--- config.mk ---
export PLATFORM = sky130hd
export DESIGN_NAME = uart_rx_os
export DESIGN_NICKNAME = d
export VERILOG_FILES = /design/src/rtl/uart_pkg.sv /design/src/rtl/uart_bit_sampler.sv /design/src/rtl/uart_rx_os.sv
export SDC_FILE = /design/constraint.sdc
export NUM_CORES = 1
export LEC_CHECK = 0
export ABC_AREA = 1
export BUFFER_PORTS_ARGS = -buffer_cell sky130_fd_sc_hd__buf_2
export CAP_MARGIN = 20
export CORE_ASPECT_RATIO = 0.7
export CORE_MARGIN = 3
export CORE_UTILIZATION = 55
export DETAILED_ROUTE_END_ITERATION = 8
export PLACE_DENSITY = 0.75
export SETUP_SLACK_MARGIN = 0.4
export SYNTH_ARGS = -nofsm -noshare
export SYNTH_HDL_FRONTEND = slang
export SYNTH_HIERARCHICAL = 1
export SYNTH_SLANG_ARGS = --single-unit
--- constraint.sdc ---
create_clock -name clk -period 3.62 [get_ports clk]
set_input_delay 0.181 -clock clk [delete_from_list [all_inputs] [get_ports clk]]
set_output_delay 0.181 -clock clk [all_outputs]
set_load 0.01 [all_outputs]
--- src/rtl/uart_pkg.sv ---
// Shared definitions for the oversampling UART receiver.
//   rx_state_t  : receiver FSM states (ST_PARITY only with UART_RX_PARITY_EN)
//   SAMPLE_LEAD : first vote sample sits SAMPLE_LEAD clocks before mid-bit
//   SAMPLE_LAG  : last vote sample / decision point sits SAMPLE_LAG after it
//   par_calc    : expected parity bit for a character (zero-extended to 9 bits)
package uart_pkg;

  typedef enum logic [2:0] {
    ST_IDLE,
    ST_START,
    ST_DATA,
`ifdef UART_RX_PARITY_EN
    ST_PARITY,
`endif
    ST_STOP
  } rx_state_t;

  localparam int unsigned SAMPLE_LEAD = 1;
  localparam int unsigned SAMPLE_LAG  = 1;

  // Parity bit that makes XOR(data, parity) equal odd.
  function automatic logic par_calc(input logic [8:0] data, input logic odd);
    return (^data) ^ odd;
  endfunction

endpackage

--- src/rtl/uart_bit_sampler.sv ---
// Bit-period counter and 2-of-3 majority vote around mid-bit.
//   clk, n_rst : clock, asynchronous active-low reset
//   rxs        : synchronised serial line
//   clear      : hold the counter at 0 (receiver idle)
//   bit_strobe : counter is at the decision point H+SAMPLE_LAG
//   bit_val    : majority of the three mid-bit samples, valid with bit_strobe
//   wrap       : counter is at CLKS_PER_BIT-1 (last cycle of the bit)
module uart_bit_sampler
  import uart_pkg::*;
#(
  parameter int unsigned CLKS_PER_BIT = 16
) (
  input  logic clk,
  input  logic n_rst,
  input  logic rxs,
  input  logic clear,
  output logic bit_strobe,
  output logic bit_val,
  output logic wrap
);

  localparam int unsigned H  = CLKS_PER_BIT / 2;
  localparam int unsigned CW = $clog2(CLKS_PER_BIT);

  logic [CW-1:0] cnt;
  logic          s_lead;
  logic          s_mid;

  always_ff @(posedge clk or negedge n_rst) begin
    if (!n_rst) begin
      cnt    <= '0;
      s_lead <= 1'b1;
      s_mid  <= 1'b1;
    end else begin
      if (clear || wrap) cnt <= '0;
      else               cnt <= cnt + CW'(1);
      if (cnt == CW'(H - SAMPLE_LEAD)) s_lead <= rxs;
      if (cnt == CW'(H))               s_mid  <= rxs;
    end
  end

  assign wrap       = (cnt == CW'(CLKS_PER_BIT - 1));
  assign bit_strobe = (cnt == CW'(H + SAMPLE_LAG));
  // Third sample is the live line value at the decision point.
  assign bit_val    = (s_lead & s_mid) | (s_lead & rxs) | (s_mid & rxs);

endmodule

--- src/rtl/uart_rx_os.sv ---
// Parametrised oversampling UART receiver with a one-entry valid/ready buffer.
//   clk, n_rst : clock, asynchronous active-low reset
//   rxd        : serial line, idle high, asynchronous to clk
//   rx_data    : received character, rx_valid marks it unconsumed
//   rx_ready   : consumer accepts rx_data when rx_valid is 1
//   frame_err  : a stop bit of rx_data's frame was sampled low
//   parity_err : parity mismatch on rx_data's frame (0 without the macro)
//   overrun    : one-cycle pulse when a completed frame is dropped
// Optional feature: define UART_RX_PARITY_EN to expect one parity bit.
module uart_rx_os
  import uart_pkg::*;
#(
  parameter int unsigned CLKS_PER_BIT = 16,
  parameter int unsigned DATA_BITS    = 8,
  parameter int unsigned STOP_BITS    = 1,
  parameter int unsigned PARITY_ODD   = 0
) (
  input  logic                 clk,
  input  logic                 n_rst,
  input  logic                 rxd,
  output logic [DATA_BITS-1:0] rx_data,
  output logic                 rx_valid,
  input  logic                 rx_ready,
  output logic                 frame_err,
  output logic                 parity_err,
  output logic                 overrun
);

  if (CLKS_PER_BIT < 4 || (CLKS_PER_BIT % 2) != 0) begin : g_bad_cpb
    $error("CLKS_PER_BIT must be even and at least 4");
  end
  if (DATA_BITS < 5 || DATA_BITS > 9 || STOP_BITS < 1 || STOP_BITS > 2 || PARITY_ODD > 1) begin : g_bad_fmt
    $error("unsupported frame format parameters");
  end

  logic                 sync1, rxs;
  rx_state_t            state, state_nxt;
  logic                 armed;
  logic [DATA_BITS-1:0] shreg;
  logic [3:0]           idx;
  logic                 ferr_cand;
  logic                 perr_new;
  logic                 bit_strobe, bit_val, wrap;
  logic                 shift_en, idx_inc, idx_clr, stop_en, complete;
`ifdef UART_RX_PARITY_EN
  logic                 par_bit;
  logic                 par_en;
`endif

  uart_bit_sampler #(.CLKS_PER_BIT(CLKS_PER_BIT)) u_sampler (
    .clk        (clk),
    .n_rst      (n_rst),
    .rxs        (rxs),
    .clear      (state == ST_IDLE),
    .bit_strobe (bit_strobe),
    .bit_val    (bit_val),
    .wrap       (wrap)
  );

  always_ff @(posedge clk or negedge n_rst) begin
    if (!n_rst) state <= ST_IDLE;
    else        state <= state_nxt;
  end

  always_comb begin
    state_nxt = state;
    shift_en  = 1'b0;
    idx_inc   = 1'b0;
    idx_clr   = 1'b0;
    stop_en   = 1'b0;
    complete  = 1'b0;
`ifdef UART_RX_PARITY_EN
    par_en    = 1'b0;
`endif
    case (state)
      ST_IDLE:  if (!rxs && armed) state_nxt = ST_START;
      ST_START: begin
        if (bit_strobe && bit_val) state_nxt = ST_IDLE;
        else if (wrap)             state_nxt = ST_DATA;
      end
      ST_DATA: if (bit_strobe) begin
        shift_en = 1'b1;
        if (idx == 4'(DATA_BITS - 1)) begin
          idx_clr = 1'b1;
`ifdef UART_RX_PARITY_EN
          state_nxt = ST_PARITY;
`else
          state_nxt = ST_STOP;
`endif
        end else begin
          idx_inc = 1'b1;
        end
      end
`ifdef UART_RX_PARITY_EN
      ST_PARITY: if (bit_strobe) begin
        par_en    = 1'b1;
        state_nxt = ST_STOP;
      end
`endif
      ST_STOP: if (bit_strobe) begin
        stop_en = 1'b1;
        // Finish at the decision point so the next start edge is caught.
        if (idx == 4'(STOP_BITS - 1)) begin
          complete  = 1'b1;
          idx_clr   = 1'b1;
          state_nxt = ST_IDLE;
        end else begin
          idx_inc = 1'b1;
        end
      end
      default: state_nxt = ST_IDLE;
    endcase
  end

`ifdef UART_RX_PARITY_EN
  assign perr_new = (par_bit != par_calc(9'(shreg), 1'(PARITY_ODD)));
`else
  assign perr_new = 1'b0;
`endif

  always_ff @(posedge clk or negedge n_rst) begin
    if (!n_rst) begin
      sync1      <= 1'b1;
      rxs        <= 1'b1;
      armed      <= 1'b0;
      shreg      <= '0;
      idx        <= '0;
      ferr_cand  <= 1'b0;
      rx_data    <= '0;
      rx_valid   <= 1'b0;
      frame_err  <= 1'b0;
      parity_err <= 1'b0;
      overrun    <= 1'b0;
    end else begin
      sync1 <= rxd;
      rxs   <= sync1;
      // Needs a high cycle while idle, so a held-low line cannot retrigger.
      armed <= (state == ST_IDLE) && (state_nxt == ST_IDLE) && (armed || rxs);
      if (shift_en) shreg <= {bit_val, shreg[DATA_BITS-1:1]};
      if (state == ST_IDLE || idx_clr) idx <= '0;
      else if (idx_inc)                idx <= idx + 4'd1;
      if (state == ST_IDLE)           ferr_cand <= 1'b0;
      else if (stop_en && !bit_val)   ferr_cand <= 1'b1;
      overrun <= 1'b0;
      if (complete) begin
        if (!rx_valid || rx_ready) begin
          rx_data    <= shreg;
          frame_err  <= ferr_cand | ~bit_val;
          parity_err <= perr_new;
          rx_valid   <= 1'b1;
        end else begin
          overrun <= 1'b1;
        end
      end else if (rx_valid && rx_ready) begin
        rx_valid <= 1'b0;
      end
    end
  end

`ifdef UART_RX_PARITY_EN
  always_ff @(posedge clk or negedge n_rst) begin
    if (!n_rst)      par_bit <= 1'b0;
    else if (par_en) par_bit <= bit_val;
  end
`endif

endmodule
**Word level (Yosys, flattened, before mapping)**

Index checks and enable logic that the tools add are counted.

- Register bits: 36
- Input port bits: 4
- Output and inout bits: 12
- Word-level logic and storage cells: 85

- $add $sub $neg: 2
- Eq/ne operators: 9
- Muxes and demuxes: 32
- Bitwise logic cells: 7
- Reduce and logical (&&, ||, !) cells: 21

Operators with widths:

| cell | count |
|---|---|
| $mux 3 | 7 |
| $mux 1 | 19 |
| $eq 4x4->1 const B | 3 |
| $mux 4 | 3 |
| $pmux 3 s4 | 1 |
| $add 4x1->4 const B | 2 |
| $eq 4x3->1 const B | 2 |
| $eq 3x2->1 const B | 2 |
| $logic_and 1x1->1 | 6 |
| $logic_not 3->1 | 2 |
| $reduce_bool 2->1 | 3 |
| $logic_not 4->1 | 1 |
| $logic_or 1x1->1 | 4 |
| $pmux 1 s2 | 2 |
| $reduce_and 2->1 | 2 |
| $and 1x1->1 | 3 |
| $eq 3x1->1 const B | 1 |
| $logic_not 1->1 | 3 |
| $or 1x1->1 | 3 |
| $ne 2x1->1 const B | 1 |
| $not 1->1 | 1 |

**Longest topological paths before layout**

Gate-level depths: netlist of run 1.

- Depth after elaboration: 9
- Depth in mapped cells: 9
- Mapped depth without buffers: 9

**Hierarchy**

The synthesis of run 1 kept the hierarchy.

By module, submodules not included:

| module | instances | cells an instance | area an instance (µm²) | sequential area each (µm²) |
|---|---|---|---|---|
| uart_rx_os | 1 | 154 | 1,391.3 | 753.2 |
| uart_bit_sampler | 1 | 36 | 334.1 | 152.6 |

**Worst setup path after synthesis of run 1**

Ideal clock, no wire load.

- Kind: register to register
- From: reg u_sampler.cnt[1]
- To: reg rx_data[7]
- Setup time: 118 ps
- Arrival time: 1,424 ps
- Data required time: 3,502 ps
- Path slack: 2,079 ps
- Stages on the path, launching flop included: 10
- Path buffers: 1
- Period minus slack after synthesis: 1,541 ps
- Cells stage by stage: dfrtp_1 -> inv_1 -> ha_1 -> and3_1 -> inv_1 -> nor2_4 -> nand3_4 -> buf_6 -> nand2_1 -> o21ai_2

- Cells in the longest elaborated chain, start to end: 4

Ends and longest elaborated chain:

| what | RTL line | RTL |
|---|---|---|
| start: declaration | uart_bit_sampler.sv:25 | `logic [CW-1:0] cnt;` |
| start signal: assignment | uart_bit_sampler.sv:36 | `else cnt <= cnt + CW'(1);` |
| $eq 4x4->1 | uart_bit_sampler.sv:43 | `assign bit_strobe = (cnt == CW'(H + SAMPLE_LAG));` |
| via bit_strobe | uart_rx_os.sv:43 | `logic bit_strobe, bit_val, wrap;` |
| $mux 1 | uart_rx_os.sv:100 | `ST_STOP: if (bit_strobe) begin` |
| $mux 1 | uart_rx_os.sv:75 | `case (state)` |
| $reduce_and 2->1 (no line) | n/a |  |
| end signal: assignment | uart_rx_os.sv:147 | `rx_data <= shreg;` |
| end: declaration | uart_rx_os.sv:21 | `output logic [DATA_BITS-1:0] rx_data,` |

The timed path passes the listed nets, and every way through them passes these cells.
A chain may end at the register's enable or synchronous reset.

**Worst setup path in the final report of run 1**

- From: reg u_sampler.cnt[1]
- To: reg idx[1]

- Cells in the longest elaborated chain, start to end: 5
- Elaborated cells on any way between the ends: 10
- Those cells by class: eq/ne: 1; mux: 7; reduce/logical: 2

Ends and longest elaborated chain:

| what | RTL line | RTL |
|---|---|---|
| $eq 4x4->1 * | uart_bit_sampler.sv:43 |  |
| via bit_strobe | uart_rx_os.sv:43 |  |
| $mux 1 (on tied branches) | uart_rx_os.sv:100, uart_rx_os.sv:81 |  |
| $pmux 1 s2 | uart_rx_os.sv:75 |  |
| $logic_or 1x1->1 | uart_rx_os.sv:140 | `if (state == ST_IDLE \|\| idx_clr) idx <= '0;` |
| $mux 4 or $reduce_bool 2->1 (tied branches) | n/a |  |
| end signal: assignment | uart_rx_os.sv:141 | `else if (idx_inc) idx <= idx + 4'd1;` |
| end: declaration | uart_rx_os.sv:40 | `logic [3:0] idx;` |

Mark *: on every way through the listed nets, which the timed path passes. The rest lies on a longest branch.

==> run_results.csv, run 1 <==
group,metric,value,unit
hold_path,worst_hold_path_type,"input pin to flop",
place,numPortBuffers,14,
sta,rsz0062_at_grt,"false",
die,fp.coreArea,2900,um2
clocking,cts.htree.levels,2,
die,floorplan.initialDensity,0.594,
die,boundaryPins,16,
layout,insertedDiodeCount,0,
power,power_leakage,0.916,nW
setup_path,crit_required,3.84,ns
layout,fillers,231,
run_status,result_of_the_run,"finished clean",
die,placement_rows,16,
grt,globalRouteTotalUtil,0.195,
clocking,tritoncts.num_buffers,5,
grt,grt_antenna_before_repair,0,
sta,finalHoldViolCount,0,
grt,gr-max-usage-layer,"met2",
setup_path,max_stage_delay,0.41,ns
setup_path,crit_path_start_kind,"flop",
clocking,tritoncts,"yes",
grt,grt_use_met1,0.251,
layout,area_delta_synth_final,11.0,%
grt,overflow,0,
flow_run,max_cap_violations,0,
grt,grt_pass1_vias,1217,
setup_path,end_kind,"flop",
synth,synth_xor_area_frac,0.00508,
sta,final_period_minus_worst_setup_slack,1.77,ns
grt,globalRouteMet3Util,0.0569,
power,power_density,412,nW/um2
synth,synthTopCellsByArea,"sky130_fd_sc_hd__dfrtp_1 (46%), sky130_fd_sc_hd__nand2_1 (8.7%), sky130_fd_sc_hd__dfstp_2 (6.1%)",
place,gpl.final_weighted_congestion,0.782,
sta,finalSetupTns,0,ns
setup_path,timing.critical_path.buf_inv,2,
die,dieHeight,52.9,um
place,dpl.hpwl,2250,um
synth,synth_top_family_by_area,"simple AND/OR/NAND/NOR gates",
layout,post_route_cells_drive_above_1_share,0.204,
synth,mappedNetlistArea,1730,um2
synth,synthAdderAreaFrac,0.0421,
power,power.sequential.fraction,0.561,
sta,timing.fmax,566,MHz
sta,period_share,0.488,
synth,synth_top_area_frac,0.464,
sta,number_of_pins_with_negative_max_slew_slack_in_the_final_report,0,
grt,gr-usage-met2,0.302,
grt,grt_start_max_net_pins,37,
sta,clock_skew,0.00644,ns
drt,detailedRoute.firstIterationViolations,95,
place,area_post_placement,1810,um2
sta,worst_tran_pin_value,0.750,ns
power,switchingPower,0.000203,W
drt,firstDrtPassIters,4,
synth,netlist-cell-type-count,30,
die,floorplan.die.width,72.9,um
synth,synth-seq-cells,36,
drt,vias_per_cell,5.19,
grt,grt_first_pass_wirelength,5520,um
sta,finalSetupViolCount,0,
power,switching_share,0.257,
drt,wl_per_cell,12.4,um
setup_path,criticalPathCategory,"flop to flop",
synth,yosys.area_share.simple,0.255,
power,combPwrFrac,0.081,
clocking,clock_sink_count,36,
drt,antenna_violating_nets_post_route,0,
die,design.die.area,3860,um2
setup_path,path_delay_family,"simple AND/OR/NAND/NOR gates",
clocking,postCtsResizedCells,0,
synth,synth_sequential_area_ratio,0.525,
drt,drcViolationCount,0,
setup_path,timing.critical_path.fanout_max,4,
layout,design_area,1920,um2
clocking,cts.clk_slew.worst_paths,0.07,ns
synth,synth.mux.area_fraction,0,
synth,fraction_of_the_mapped_netlist_area_in_compound_gates,0.0877,
layout,nets,219,
setup_path,crit_slowest_cell,"sky130_fd_sc_hd__dfrtp_1",
setup_path,worst_path_cell_trace,"inv_1 > ha_1 > and3_1 > inv_1 > nor2_1 > nand2_1 > nor2_1 > nand2_1 > a21oi_1",
synth,synth-warning-count,6,
power,internal-power,0.000586,W
drt,dr_total_vias,1281,
power,ir_worst_vdd,324,uV
synth,synth.largest_area_cell,"sky130_fd_sc_hd__dfrtp_1",
sta,max_slew_margin,0.500,
clocking,cts_max_path_bufs,2,
clocking,cts_root_buf,"sky130_fd_sc_hd__clkbuf_8",
clocking,latest_clock_arrival_within_the_worst_skew_pair,0.29,ns
drt,postRouteWirelength,3070,um
setup_path,worstPathArrival,1.98,ns
synth,synth_cells,190,
power,clock_power_share,0.358,
synth,synth.avg_cell_area,9.08,um2
[kinds of logic (layout without fill, tap and decap cells)]
family / Yosys count / count (layout)
fa+ha+maj: 6 / 6
xor+xnor: 1 / 1
other cells: 1 / 2
simple gates: 89 / 89
buf+inv: 32 / 52
flops: 36 / 36
compound gates: 25 / 25
[sequential cells by signal (all words and copies together) (netlist names)]
| register | flops |
|---|---|
| u_sampler/s_lead | 1 |
| rxs | 1 |
| sync1 | 1 |
| rx_valid | 1 |
| u_sampler/s_mid | 1 |
| idx | 4 |
| frame_err | 1 |
| u_sampler/cnt | 4 |
| shreg | 8 |
| ferr_cand | 1 |
| rx_data | 8 |
| armed | 1 |
| overrun | 1 |
| state | 3 |
[stage by stage]
step | worst slack (ns) | total power (W) | instances | hold WS [ns] | util
finish | 1.85 | 0.000789 | 247 | 0.211 | 0.660
global route | 1.64 | 0.000834 | 247 | 0.235 | 0.660
CTS | 1.85 | 0.000799 | 247 | 0.200 | 0.660
detailed placement | 1.87 | 0.000513 | 237 | 0.292 | 0.622
global placement | 2.00 | 0.000506 | 237 | 0.287 | 0.622
floorplan | 2.08 | 0.000488 | 191 | -0.115 | -
[area by class of cell]
cell class              count  area, um2  area share
repair buffers             16       90.1      0.0470
well taps                  36       45.0      0.0235
clock buffers               6       72.6      0.0379
flip-flops and latches     36        906       0.473
clock inverters             2       16.3     0.00849
multi-input cells         123        679       0.355
inverters                  28        106      0.0555
[cell usage after synthesis, drive strengths merged]
| cell | count |
|---|---|
| o21ai | 20 |
| dfstp | 4 |
| ha | 5 |
| o21bai | 1 |
| nor2 | 22 |
| xor2 | 1 |
| dfrtp | 32 |
| inv | 27 |
| conb | 1 |
| and3 | 1 |
| a21oi | 3 |
| nand4 | 9 |
| nor3 | 2 |
| maj3 | 1 |
| nor3b | 1 |
| o22ai | 1 |
| buf | 4 |
| nand3 | 10 |
| nand2 | 44 |
| clkinv | 1 |
[metal layers]
layer	wire length (um)	share of wire
met1	1480	0.48
met5	0	0
met2	1350	0.44
met4	55	0.018
met3	188	0.061
[power groups by stage]
stage,logic (W),registers [W],clock network (W)
2_1_floorplan,0.0000425,0.000446,0
3_3_place_gp,0.0000580,0.000448,0
3_5_place_dp,0.0000626,0.000450,0
4_1_cts,0.0000646,0.000443,0.000292
5_1_grt,0.0000742,0.000446,0.000313
6_report,0.0000636,0.000443,0.000282
[worst min-delay path: stages]
cell	delay (ns)
sky130_fd_sc_hd__buf_2	0.07
sky130_fd_sc_hd__nor2_1	0.03
sky130_fd_sc_hd__inv_1	0.12
sky130_fd_sc_hd__nor2_1	0.06
[layout by cell type, fill, tap and decap left out, types with 2 or more instances in the layout]
cell type	n
sky130_fd_sc_hd__a21oi_1	3
sky130_fd_sc_hd__buf_2	14
sky130_fd_sc_hd__clkbuf_8	5
sky130_fd_sc_hd__conb_1	2
sky130_fd_sc_hd__dfrtp_1	32
sky130_fd_sc_hd__dfstp_2	4
sky130_fd_sc_hd__dlygate4sd3_1	2
sky130_fd_sc_hd__ha_1	5
sky130_fd_sc_hd__inv_1	26
sky130_fd_sc_hd__nand2_1	40
sky130_fd_sc_hd__nand2_2	3
sky130_fd_sc_hd__nand3_1	8
sky130_fd_sc_hd__nand4_1	9
sky130_fd_sc_hd__nor2_1	19
sky130_fd_sc_hd__nor2_4	2
sky130_fd_sc_hd__nor3_1	2
sky130_fd_sc_hd__o21ai_0	10
sky130_fd_sc_hd__o21ai_1	5
sky130_fd_sc_hd__o21ai_2	5
[final timing paths]
path | start | endpoint | slack (ns) | cells past startpoint
max | u_sampler/cnt[1]$_DFF_PN0_ | idx[1]$_DFFE_PN0P_ | 1.85 | 9
min | rx_ready | overrun$_DFF_PN0_ | 0.21 | 4
max reg2reg | u_sampler/cnt[1]$_DFF_PN0_ | idx[1]$_DFFE_PN0P_ | 1.85 | 9
min reg2reg | sync1$_DFF_PN1_ | rxs$_DFF_PN1_ | 0.36 | 0
max in group asynchronous | n_rst | u_sampler/cnt[0]$_DFF_PN0_ | 2.65 | 2
min in group asynchronous | n_rst | rx_data[1]$_DFFE_PN0P_ | 0.49 | 2
[timing repair]
action	4_1_cts	5_1_grt
hold buffers	2	0
buffers inserted	0	0
endpoints found under the hold margin	33	0
(Power assumes the default switching activity.)
==> run 2: changes to the inputs <==
==> constraint.sdc (replaced) <==
create_clock -name clk -period 1.7 [get_ports clk]
set_input_delay 0.085 -clock clk [delete_from_list [all_inputs] [get_ports clk]]
set_output_delay 0.085 -clock clk [all_outputs]
set_load 0.01 [all_outputs]
==> run_results.csv, run 2 (synthesis results as in run 1) <==
group,metric,value,unit
clocking,cts_root_buf,"sky130_fd_sc_hd__clkbuf_8",
die,floorplan.initialDensity,0.594,
grt,grt_start_max_net_pins,37,
place,area_post_placement,1840,um2
sta,finalSetupTns,0,ns
layout,multi_input_comb_area,823,um2
grt,grt_antenna_before_repair,0,
sta,max_slew_margin,0.477,
sta,period_share,0.917,
setup_path,crit_slowest_cell,"sky130_fd_sc_hd__dfrtp_1",
layout,mostFrequentLayoutCells,"sky130_fd_sc_hd__dfrtp_1 (30), sky130_fd_sc_hd__nand2_1 (28), sky130_fd_sc_hd__inv_1 (24), sky130_fd_sc_hd__nor2_1 (17), sky130_fd_sc_hd__buf_4 (15)",
sta,number_of_pins_with_negative_max_slew_slack_in_the_final_report,0,
drt,vias_per_cell,5.24,
clocking,cts.clk_slew.worst_paths,0.08,ns
hold_path,hold_path_depth,4,
setup_path,worstRegToRegCells,9,
drt,dr_total_vias,1405,
flow_run,max_cap_violations,0,
run_status,result_of_the_run,"finished clean",
sta,hold_ws,0.336,ns
layout,reg_top3,"rx_data x8, shreg x8",
clocking,tritoncts,"yes",
place,dpl.hpwl,2290,um
drt,postRouteWirelength,3940,um
layout,insertedDiodeCount,0,
grt,grt_first_pass_wirelength,5870,um
setup_path,worstPathArrival,1.73,ns
layout,design_area,2290,um2
setup_path,end_kind,"flop",
setup_path,timing.critical_path.fanout_max,4,
drt,antenna_violating_nets_post_route,0,
sta,worst_tran_pin_value,0.784,ns
layout,final_core_utilization,0.790,
clocking,tritoncts.num_buffers,5,
sta,final_critical_path_setup_slack,0.141,ns
layout,ff_latch_area,908,um2
drt,detailedRoute.firstIterationViolations,89,
die,fp.coreArea,2900,um2
setup_path,worst_path_cell_trace,"inv_2 > ha_4 > and3_4 > inv_6 > nor2_4 > buf_12 > nand3_4 > nand2_1 > o21ai_1",
setup_path,r2r-end,"frame_err$_DFFE_PN0P_",
clocking,clock_sink_count,36,
die,dieHeight,52.9,um
layout,fillers,174,
sta,final_period_minus_worst_setup_slack,1.56,ns
setup_path,max_stage_delay,0.40,ns
setup_path,crit_path_start_kind,"flop",
power,power_leakage,1.06,nW
hold_path,hold_path_end,"rx_valid$_DFFE_PN0P_",
layout,area_delta_synth_final,32.8,%
grt,overflow,0,
setup_path,crit_required,1.87,ns
setup_path,criticalPathCategory,"flop to flop",
drt,drcViolationCount,0,
grt,grt_pass1_vias,1319,
die,design.die.area,3860,um2
sta,clock_skew,0.00680,ns
power,power_density,947,nW/um2
sta,timing.fmax,641,MHz
clocking,cts.htree.levels,2,
sta,finalSetupViolCount,0,
hold_path,worst_hold_startpoint,"rx_ready",
die,boundaryPins,16,
layout,nets,240,
layout,mostFrequentLayoutCell,"sky130_fd_sc_hd__dfrtp_1",
clocking,cts_max_path_bufs,2,
layout,post_route_cells_drive_above_1_share,0.392,
drt,firstDrtPassIters,5,
power,ir_worst_vdd,947,uV
hold_path,worst_hold_path_type,"input pin to flop",
place,dp_slack,0.130,ns
place,gpl.final_weighted_congestion,0.778,
setup_path,reg2reg_setup_slack,0.14,ns
place,numPortBuffers,14,
grt,globalRouteTotalUtil,0.204,
setup_path,reg2reg_from,"u_sampler/cnt[1]$_DFF_PN0_",
sta,rsz0062_at_grt,"true",
clocking,latest_clock_arrival_within_the_worst_skew_pair,0.29,ns
die,floorplan.die.width,72.9,um
die,placement_rows,16,
sta,finalHoldViolCount,0,
drt,wl_per_cell,14.7,um
## run 2: changes by cell type in the layout (fill, tap and decap cells not counted), moves of 3 or more
| cell | before | now |
|---|---|---|
| sky130_fd_sc_hd__nand2_2 | 3 | 14 |
| sky130_fd_sc_hd__o21ai_1 | 5 | 10 |
| sky130_fd_sc_hd__nand2_1 | 40 | 28 |
| sky130_fd_sc_hd__bufinv_16 | 0 | 3 |
| sky130_fd_sc_hd__buf_4 | 0 | 15 |
| sky130_fd_sc_hd__nand3_4 | 1 | 4 |
| sky130_fd_sc_hd__o21ai_0 | 10 | 3 |
| sky130_fd_sc_hd__ha_1 | 5 | 2 |
## run 2: critical path: cells and delay by family (launching register included)
family          cells  cell delay, ns
fa+ha+maj           1            0.12
compound gates      1            0.08
buf+inv             3            0.29
flops               1            0.40
simple gates        4            0.56
## run 2: worst max-delay path by stage
stage | from | to | slack, ns | cells past startpoint
2_1_floorplan | u_sampler/cnt[1]$_DFF_PN0_ | rx_data[7]$_DFFE_PN0P_ | 0.27 | 9
3_3_place_gp | idx[0]$_DFFE_PN0P_ | rx_data[2]$_DFFE_PN0P_ | 0.21 | 6
3_5_place_dp | u_sampler/cnt[1]$_DFF_PN0_ | idx[1]$_DFFE_PN0P_ | 0.13 | 9
4_1_cts | u_sampler/cnt[1]$_DFF_PN0_ | idx[2]$_DFFE_PN0P_ | 0.23 | 8
5_1_grt | idx[1]$_DFFE_PN0P_ | idx[0]$_DFFE_PN0P_ | 0.05 | 8
6_report | u_sampler/cnt[1]$_DFF_PN0_ | frame_err$_DFFE_PN0P_ | 0.14 | 9
## run 2: area by class of cell
class / instances / share of cell area
clock buffers: 5 / 0.0300
clock inverters: 3 / 0.0393
inverters: 28 / 0.0486
multi-input cells: 126 / 0.359
flip-flops and latches: 36 / 0.396
well taps: 36 / 0.0197
repair buffers: 34 / 0.107
## run 2: repair_timing
item,in CTS,in global routing
hold buffers,2,0
setup buffers,11,3
gates cloned,2,2
resized for setup,27,13
setup endpoints to repair,26,30
hold endpoints to repair,33,0
pin swaps,5,8
## run 2: where the power goes
part | switching (W) | total, W | internal, W
combinational | 0.000106 | 0.000185 | 0.0000793
sequential | 0.0000320 | 0.000940 | 0.000908
clock | 0.000311 | 0.00104 | 0.000734
total | 0.000449 | 0.00217 | 0.00172
## run 2: stage by stage
stage	cells	total power [W]
2_1_floorplan	191	0.00104
3_3_place_gp	240	0.00108
5_1_grt	268	0.00224
6_report	268	0.00217
3_5_place_dp	240	0.00110
4_1_cts	263	0.00216
## run 2: per-layer routing
layer	share of wire	GRT usage	vias up	wire length [um]
li1	-	-	689	-
met1	0.46	0.274	667	1810
met2	0.48	0.325	43	1890
met3	0.049	0.0550	6	195
met4	0.012	0.0613	0	48
met5	0	0	-	0
==> run 3: changes to the inputs <==
--- a/config.mk
+++ b/config.mk
@@ -6,12 +6,13 @@
 export NUM_CORES = 1
 export LEC_CHECK = 0
 export ABC_AREA = 1
-export BUFFER_PORTS_ARGS = -buffer_cell sky130_fd_sc_hd__buf_2
+export BUFFER_PORTS_ARGS = -buffer_cell sky130_fd_sc_hd__clkbuf_2
 export CAP_MARGIN = 20
 export CORE_ASPECT_RATIO = 0.7
-export CORE_MARGIN = 3
+export CORE_MARGIN = 10
 export CORE_UTILIZATION = 55
 export DETAILED_ROUTE_END_ITERATION = 8
+export GPL_TIMING_DRIVEN = 0
 export PLACE_DENSITY = 0.75
 export SETUP_SLACK_MARGIN = 0.4
 export SYNTH_ARGS = -nofsm -noshare
==> run_results.csv, run 3 (synthesis results as in run 1) <==
group,metric,value,unit
run_status,result_of_the_run,"finished clean",
power,ir_worst_vdd,723,uV
clocking,latest_clock_arrival_within_the_worst_skew_pair,0.29,ns
drt,detailedRoute.firstIterationViolations,102,
power,power_leakage,1.09,nW
die,floorplan.die.width,86.9,um
grt,grt_antenna_before_repair,0,
drt,drcViolationCount,0,
die,placement_rows,16,
layout,nets,243,
clocking,cts.clk_slew.worst_paths,0.08,ns
grt,globalRouteTotalUtil,0.137,
layout,mostFrequentLayoutCells,"sky130_fd_sc_hd__dfrtp_1 (32), sky130_fd_sc_hd__nand2_1 (25), sky130_fd_sc_hd__inv_1 (23), sky130_fd_sc_hd__buf_4 (16)",
setup_path,worstPathArrival,1.71,ns
clocking,tritoncts,"yes",
power,power_density,780,nW/um2
sta,finalHoldViolCount,0,
drt,dr_total_vias,1400,
grt,grt_start_max_net_pins,37,
drt,antenna_violating_nets_post_route,0,
clocking,cts_max_path_bufs,2,
setup_path,crit_path_start_kind,"flop",
setup_path,timing.critical_path.fanout_max,4,
grt,overflow,0,
layout,final_core_utilization,0.803,
sta,max_slew_margin,0.424,
sta,worst_tran_pin_value,0.864,ns
drt,wl_per_cell,14.7,um
place,gpl.final_weighted_congestion,0.884,
layout,area_delta_synth_final,35.2,%
die,dieHeight,66.9,um
sta,final_period_minus_worst_setup_slack,1.53,ns
power,clock_power_share,0.371,
grt,grt_first_pass_wirelength,6250,um
die,boundaryPins,16,
power,switchingPower,0.000454,W
clocking,tritoncts.num_buffers,5,
grt,grt_pass1_vias,1349,
place,numPortBuffers,14,
clocking,cts_root_buf,"sky130_fd_sc_hd__clkbuf_8",
sta,clock_skew,0.00776,ns
drt,firstDrtPassIters,5,
sta,period_share,0.902,
layout,reg_top3,"rx_data x8, shreg x8",
setup_path,crit_required,1.88,ns
power,switching_share,0.249,
power,combPwrFrac,0.110,
sta,rsz0062_at_grt,"true",
drt,postRouteWirelength,3990,um
clocking,clock_sink_count,36,
drt,vias_per_cell,5.17,
power,power.sequential.fraction,0.519,
sta,finalSetupTns,0,ns
power,internal-power,0.00137,W
sta,finalSetupViolCount,0,
layout,post_route_cells_drive_above_1_share,0.460,
place,dpl.hpwl,2330,um
die,floorplan.initialDensity,0.594,
layout,mostFrequentLayoutCell,"sky130_fd_sc_hd__dfrtp_1",
sta,timing.fmax,652,MHz
hold_path,worst_hold_path_type,"input pin to flop",
setup_path,end_kind,"flop",
layout,insertedDiodeCount,0,
flow_run,max_cap_violations,0,
setup_path,criticalPathCategory,"flop to flop",
die,fp.coreArea,2900,um2
clocking,cts.htree.levels,2,
die,design.die.area,5810,um2
sta,number_of_pins_with_negative_max_slew_slack_in_the_final_report,0,
==> run 3: changes by cell type in the layout (fill, tap and decap cells not counted), sizes merged <==
cell,change
clkbuf,+17
buf,-8
bufinv,-3
nand3,-3
clkinv,-1
inv,+1
==> run 3: area by class of cell <==
cell class | count | area (um2)
Sequential cell | 36 | 906
Multi-Input combinational cell | 123 | 865
Fill cell | 173 | 571
Timing Repair Buffer | 36 | 263
Inverter | 28 | 113
Clock buffer | 8 | 100
Tap cell | 36 | 45.0
Buffer | 4 | 41.3
==> run 3: critical path, cell delays in order (launching register included) <==
cell and delay [ns]:
sky130_fd_sc_hd__dfrtp_1 0.40, sky130_fd_sc_hd__inv_2 0.09, sky130_fd_sc_hd__ha_4 0.12, sky130_fd_sc_hd__and3_4 0.23
sky130_fd_sc_hd__inv_6 0.06, sky130_fd_sc_hd__nor2_4 0.11, sky130_fd_sc_hd__nand3_4 0.12, sky130_fd_sc_hd__buf_6 0.17
sky130_fd_sc_hd__nand2_1 0.06, sky130_fd_sc_hd__o21ai_1 0.07
==> run 3: repair_timing <==
| action | in CTS | in global routing |
|---|---|---|
| endpoints found under the hold margin | 33 | 0 |
| resized for setup | 33 | 31 |
| hold buffers | 2 | 0 |
| gates cloned | 1 | 0 |
| buffers inserted | 14 | 5 |
| pin swaps | 8 | 4 |
| setup endpoints to repair | 31 | 31 |
==> run 3: final timing paths <==
check / from / end / slack [ns] / cells past startpoint
worst min register to register: sync1$_DFF_PN1_ / rxs$_DFF_PN1_ / 0.36 / 0
worst min-delay path: rx_ready / overrun$_DFF_PN0_ / 0.13 / 4
worst max register to register: u_sampler/cnt[1]$_DFF_PN0_ / frame_err$_DFFE_PN0P_ / 0.17 / 9
min in group asynchronous: n_rst / shreg[2]$_DFFE_PN0P_ / 0.43 / 2
max in group asynchronous: n_rst / rx_data[5]$_DFFE_PN0P_ / 0.73 / 2
worst max-delay path: u_sampler/cnt[1]$_DFF_PN0_ / frame_err$_DFFE_PN0P_ / 0.17 / 9
==> run 3: power groups by stage <==
stage | sequential [W] | combinational, W | clock [W]
3_3_place_gp | 0.000954 | 0.000125 | 0
4_1_cts | 0.000939 | 0.000174 | 0.000672
5_1_grt | 0.000947 | 0.000225 | 0.000723
3_5_place_dp | 0.000958 | 0.000130 | 0
2_1_floorplan | 0.000949 | 0.0000917 | 0
6_report | 0.000944 | 0.000200 | 0.000675
==> run 3: routing by layer <==
| metal | wire, um | GRT usage |
|---|---|---|
| met1 | 1820 | 0.168 |
| met5 | 0 | 0 |
| met2 | 1870 | 0.214 |
| met4 | 49 | 0.0625 |
| met3 | 247 | 0.0437 |
==> run 3: through the flow <==
step	hold WS (ns)	area (um2)	total power [W]	setup WS [ns]	instances
after detailed placement	0.176	1860	0.00109	0.113	241
after floorplan	-0.211	1740	0.00104	0.273	191
after CTS	0.136	2180	0.00179	0.201	266
final	0.128	2330	0.00182	0.167	271
after global routing	0.147	2330	0.00189	0.0901	271
after global placement	0.175	1860	0.00108	0.152	241
